**config.mk**
```make
export PLATFORM = sky130hd
export DESIGN_NAME = cam_capture_scaler
export DESIGN_NICKNAME = d
export VERILOG_FILES = /design/src/rtl/cam_capture_scaler.sv
export SDC_FILE = /design/constraint.sdc
export NUM_CORES = 1
export LEC_CHECK = 0
export ABC_AREA = 1
export BUFFER_PORTS_ARGS = -buffer_cell sky130_fd_sc_hd__buf_2
export CORE_MARGIN = 10
export CORE_UTILIZATION = 36
export CTS_CLUSTER_DIAMETER = 60
export DETAILED_ROUTE_END_ITERATION = 8
export PLACE_DENSITY = 0.61
export SKIP_CTS_REPAIR_TIMING = 1
export SLEW_MARGIN = 20
export SYNTH_ARGS = -nofsm -noshare
export SYNTH_HDL_FRONTEND = slang
export SYNTH_SLANG_ARGS = --single-unit
```
**constraint.sdc**
```tcl
create_clock -name pclk -period 3.3 [get_ports pclk]
set_input_delay 0.165 -clock pclk [delete_from_list [all_inputs] [get_ports pclk]]
set_output_delay 0.165 -clock pclk [all_outputs]
set_load 0.01 [all_outputs]
```
**src/rtl/cam_capture_scaler.sv**
```systemverilog
// OV7670 capture front end: assembles YUV422/RGB565 pixels, decimates 1:1/1:2/1:4 and writes RGB444 words.
// Optional CAP_FRAME_STATS_EN adds a per-frame pixel sum output (frame_sum).
module cam_capture_scaler #(
    parameter int WIDTH  = 640,
    parameter int HEIGHT = 480,
    parameter int ADDR_W = 19,
    parameter int FCNT_W = 8
) (
    input  logic              pclk,
    input  logic              rst,
    input  logic              vsync,
    input  logic              href,
    input  logic [7:0]        din,
    input  logic              fmt,
    input  logic [1:0]        scale,
    input  logic              freeze,
    output logic [ADDR_W-1:0] addr,
    output logic [11:0]       dout,
    output logic              we,
    output logic              frame_done,
    output logic [FCNT_W-1:0] frame_cnt,
    output logic              geom_err
`ifdef CAP_FRAME_STATS_EN
    ,
    output logic [31:0]       frame_sum
`endif
);

    localparam int CW = $clog2(WIDTH + 1);
    localparam int RW = $clog2(HEIGHT + 1);
    localparam logic [CW-1:0] COL_MAX = CW'(WIDTH);
    localparam logic [RW-1:0] ROW_MAX = RW'(HEIGHT);

    typedef enum logic [1:0] {WAIT_VS, BLANK, ACTIVE} state_t;

    state_t            state;
    logic              vs_r, hr_r, hr_d;
    logic [7:0]        din_r;
    logic              fmt_s, frz_s;
    logic [1:0]        scale_s;
    logic              phase;
    logic              line_pix;
    logic [3:0]        b0_hi;
    logic [2:0]        b0_lo;
    logic [CW-1:0]     col;
    logic [RW-1:0]     row;
    logic [ADDR_W-1:0] wr_ptr;
`ifdef CAP_FRAME_STATS_EN
    logic [31:0]       acc;
`endif

    logic        hr_fall, pix_done, in_range, keep;
    logic [1:0]  step_mask;
    logic [11:0] pix;

    // Decimation keeps a pixel only when the low coordinate bits under the step mask are zero
    always_comb begin
        hr_fall   = hr_d & ~hr_r;
        pix_done  = hr_r & phase;
        step_mask = (scale_s == 2'd0) ? 2'b00 : (scale_s == 2'd1) ? 2'b01 : 2'b11;
        in_range  = (col < COL_MAX) && (row < ROW_MAX);
        keep      = ((col[1:0] & step_mask) == 2'b00) && ((row[1:0] & step_mask) == 2'b00);
        pix       = fmt_s ? {b0_hi, b0_lo, din_r[7], din_r[4:1]} : {b0_hi, b0_hi, b0_hi};
    end

    always_ff @(posedge pclk) begin
        if (rst) begin
            state      <= WAIT_VS;
            vs_r       <= 1'b0;
            hr_r       <= 1'b0;
            hr_d       <= 1'b0;
            din_r      <= '0;
            fmt_s      <= 1'b0;
            frz_s      <= 1'b0;
            scale_s    <= '0;
            phase      <= 1'b0;
            line_pix   <= 1'b0;
            b0_hi      <= '0;
            b0_lo      <= '0;
            col        <= '0;
            row        <= '0;
            wr_ptr     <= '0;
            addr       <= '0;
            dout       <= '0;
            we         <= 1'b0;
            frame_done <= 1'b0;
            frame_cnt  <= '0;
            geom_err   <= 1'b0;
`ifdef CAP_FRAME_STATS_EN
            acc        <= '0;
            frame_sum  <= '0;
`endif
        end else begin
            vs_r       <= vsync;
            hr_r       <= href;
            din_r      <= din;
            hr_d       <= hr_r;
            we         <= 1'b0;
            frame_done <= 1'b0;
            case (state)
                WAIT_VS: begin
                    if (vs_r) state <= BLANK;
                end
                BLANK: begin
                    // Frame controls are sampled only here so mid-frame changes wait for the next frame
                    if (!vs_r) begin
                        fmt_s    <= fmt;
                        scale_s  <= scale;
                        frz_s    <= freeze;
                        col      <= '0;
                        row      <= '0;
                        wr_ptr   <= '0;
                        addr     <= '0;
                        phase    <= 1'b0;
                        line_pix <= 1'b0;
`ifdef CAP_FRAME_STATS_EN
                        acc      <= '0;
`endif
                        state    <= ACTIVE;
                    end
                end
                ACTIVE: begin
                    if (vs_r) begin
                        frame_done <= 1'b1;
                        frame_cnt  <= frame_cnt + FCNT_W'(1);
                        phase      <= 1'b0;
`ifdef CAP_FRAME_STATS_EN
                        frame_sum  <= acc;
`endif
                        state      <= BLANK;
                    end else begin
                        phase <= hr_r ? ~phase : 1'b0;
                        if (hr_r && !phase) begin
                            b0_hi <= din_r[7:4];
                            b0_lo <= din_r[2:0];
                        end
                        if (hr_fall) begin
                            col      <= '0;
                            line_pix <= 1'b0;
                            if (line_pix && row < ROW_MAX) row <= row + RW'(1);
                        end
                        // Counters saturate at the limit; anything past it only raises geom_err
                        if (pix_done) begin
                            line_pix <= 1'b1;
                            if (col < COL_MAX) col <= col + CW'(1);
                            if (!in_range) begin
                                geom_err <= 1'b1;
                            end else if (keep && !frz_s) begin
                                we     <= 1'b1;
                                dout   <= pix;
                                addr   <= wr_ptr;
                                wr_ptr <= wr_ptr + ADDR_W'(1);
`ifdef CAP_FRAME_STATS_EN
                                acc    <= acc + {20'd0, pix};
`endif
                            end
                        end
                    end
                end
                default: state <= WAIT_VS;
            endcase
        end
    end

endmodule

```
==> results.cfg <==
[status]
outcome = finished, final reports clean

[cts]
clk_pin_slew_ps = 70
clkSinkCount = 106
cts_tree = yes
clock_path_buffers = 2
cts-root-buf = clkbuf_16
htree_levels = 3
clock_latency_ps = 350
numCtsBuffers = 9

[synth]
synth_edf_count = 0
synthCells = 641
synth.area.mux_share = 0
synth_compound_area_frac = 0.165
synth_xor_area_frac = 0.00557
syn_nets = 661
yosysSeqAreaShare = 0.450
async_flop_share = 0
synth_top_family_by_area = simple AND/OR/NAND/NOR gates
syn_area_um2 = 4720
synth_common_cells = 106 x dfxtp_1, 101 x nand2_1, 92 x nor2_1, 73 x inv_1, 72 x a21oi_1
yosysUniqueCellTypes = 38
synth_warnings = 0
synth_area_per_cell_um2 = 7.36
synth_adder_area_share = 0.0106
synthFlopType = dfxtp_1
yosysMostFrequentCell = dfxtp_1
post-synth-top-area-cell = dfxtp_1
ys_top_cells_by_area = dfxtp_1 45%, nand2_1 8.0%, a21oi_1 7.6%, nor2_1 7.3%, inv_1 5.8%
synth_top_area_share = 0.450
synthSimpleGateAreaFrac = 0.266
ys_seq_elements = 106

[routing]
wl_per_cell_um = 13.0
routed_wl_mm = 11.2
drtIter0Drc = 382
drtPass1Iterations = 5
antenna_left = 0
route.vias.total = 4186
post-route-drc-count = 0
vias_per_cell = 4.86

[timing]
period_minus_slack_ps = 2000
final_max_slew_viol_count = 0
finalSetupViolCount = 0
hold_violations = 0
finClkSkew_ps = 8.31
tightest_slew_ps = 614
relSlewSlack = 0.590
fmax_mhz = 499
fin_setup_tns_ps = 0
post-route-period-util = 0.607
rsz0062_at_grt = no

[place]
port-buffer-count = 57
dpl_cell_area_um2 = 5060
place_congestion = 0.828
dp_cells = 846
place_hpwl_mm = 7.93

[pwr]
p_int_mw = 2.03
p_per_area_nw_per_um2 = 481
clkPwrFrac = 0.441
fin_total_pwr_mw = 2.59
ir_drop_uv = 243
pwr-share-comb = 0.051
switchingPower_mw = 0.563
swShare = 0.217
seqPwrFrac = 0.508
p_leak_nw = 2.19

[floorplan]
dieHeight_um = 134
dieArea_um2 = 18100
die_w_um = 134
rows = 41
core_region_area_um2 = 12700
ios = 58
start_util = 0.371

[critical_path]
path_cells = inv_2 -> nand3_1 -> nand2_1 -> nand2_1 -> inv_2 -> nand2_4 -> inv_2 -> o21ai_0 -> o211a_1
crit_arrival_ps = 2240
criticalPathCategory = flip-flop to flip-flop
path_buf_inv = 3
rrSetupSlack_ps = 1300
worst_path_max_delay_cell = nand3_1
end_kind = flip-flop
cp_common_cell = inv_2
cp-start-kind = flip-flop
cp_top_family = simple AND/OR/NAND/NOR gates
slowest_delay_ps = 440
path_max_fanout = 11
cp.required_ps = 3540

[grt]
gr-total-overflow = 0
grt_pass1_vias = 4095
track_usage = 0.126
antenna_found_initial = 0
grt_max_degree = 52
grt_pass1_wl_mm = 19.2

[run]
cap_violations = 0

[finish]
drive_above_1_share = 0.151
finalInstanceArea_um2 = 5380
finalNonFillerCells = 861
n_antenna_cell = 0
area_delta_synth_final_pct = 14.1
nets = 705
fillCellCount = 1378

[hold_path]
worst_hold_path_type = primary input to flip-flop
-- metrics by stage --
stage / worst slack, ps / util / hold WS (ps)
after global routing: 1020 / 0.423 / 18.4
after global placement: 1280 / 0.398 / 369
after detailed placement: 1270 / 0.398 / 375
after CTS: 1250 / 0.423 / 13.4
final: 1300 / 0.423 / 21.0
after floorplan: 1860 / - / 272
-- state kept, by name (all words and copies together) (netlist names) --
signal,cells
addr,19
b0_hi,4
b0_lo,3
col,10
din_r,8
dout,12
fmt_s,1
frame_cnt,8
frame_done,1
frz_s,1
geom_err,1
hr_d,1
hr_r,1
line_pix,1
phase,1
row,9
scale_s,2
state,2
vs_r,1
we,1
wr_ptr,19
-- cell type report --
| type | count | area (µm²) | share of cell area |
|---|---|---|---|
| flip-flops and latches | 106 | 2120 | 0.394 |
| multi-input cells | 427 | 2120 | 0.393 |
| repair buffers | 60 | 308 | 0.0572 |
| inverters | 81 | 307 | 0.0569 |
| clock buffers | 11 | 243 | 0.0451 |
| well taps | 172 | 215 | 0.0400 |
| clock inverters | 4 | 73.8 | 0.0137 |
-- path summary, 6_finish.rpt --
kind	startpoint	endpoint	cells past startpoint
worst max-delay path	vs_r	row[0]	9
worst min-delay path	vsync	vs_r	3
worst max register to register	vs_r	row[0]	9
worst min register to register	dout[1]	dout[1]	2
-- cells by family (layout without fill, tap and decap cells) --
group / Yosys count / in the layout
compound gates: 148 / 148
xor+xnor: 3 / 3
fa+ha+maj: 4 / 4
buf+inv: 108 / 156
flops: 106 / 106
simple gates: 272 / 272
-- power groups by stage --
stage / sequential [mW] / combinational (mW) / clock (mW)
3_3_place_gp: 1.35 / 0.131 / 0
2_1_floorplan: 1.35 / 0.0896 / 0
4_1_cts: 1.32 / 0.133 / 1.17
6_report: 1.32 / 0.132 / 1.14
5_1_grt: 1.32 / 0.150 / 1.22
3_5_place_dp: 1.35 / 0.133 / 0
-- placed cells by master (no fill, tap or decap), types with 9 or more instances in the layout --
master,synthesis,final
inv_1,73,73
nand4_1,20,20
a21oi_1,72,72
buf_2,7,57
dfxtp_1,106,106
clkbuf_16,0,9
nor3_1,10,9
nand2_1,101,101
nor2_1,92,92
nand3_1,25,25
o21ai_1,9,9
o21ai_0,54,54
-- routing by layer --
layer,GRT usage,share of wire,vias up
met3,0.0330,0.041,13
met1,0.148,0.45,1934
met5,0,0,-
met2,0.218,0.50,62
met4,0.0375,0.014,0
li1,-,-,2177
-- worst reg2reg max path: cells and delay by family, from the launching register on --
kind	cells	cell delay, ps
buf+inv	3	360
simple gates	4	960
flops	1	380
compound gates	2	210
(Power assumes the default switching activity.)
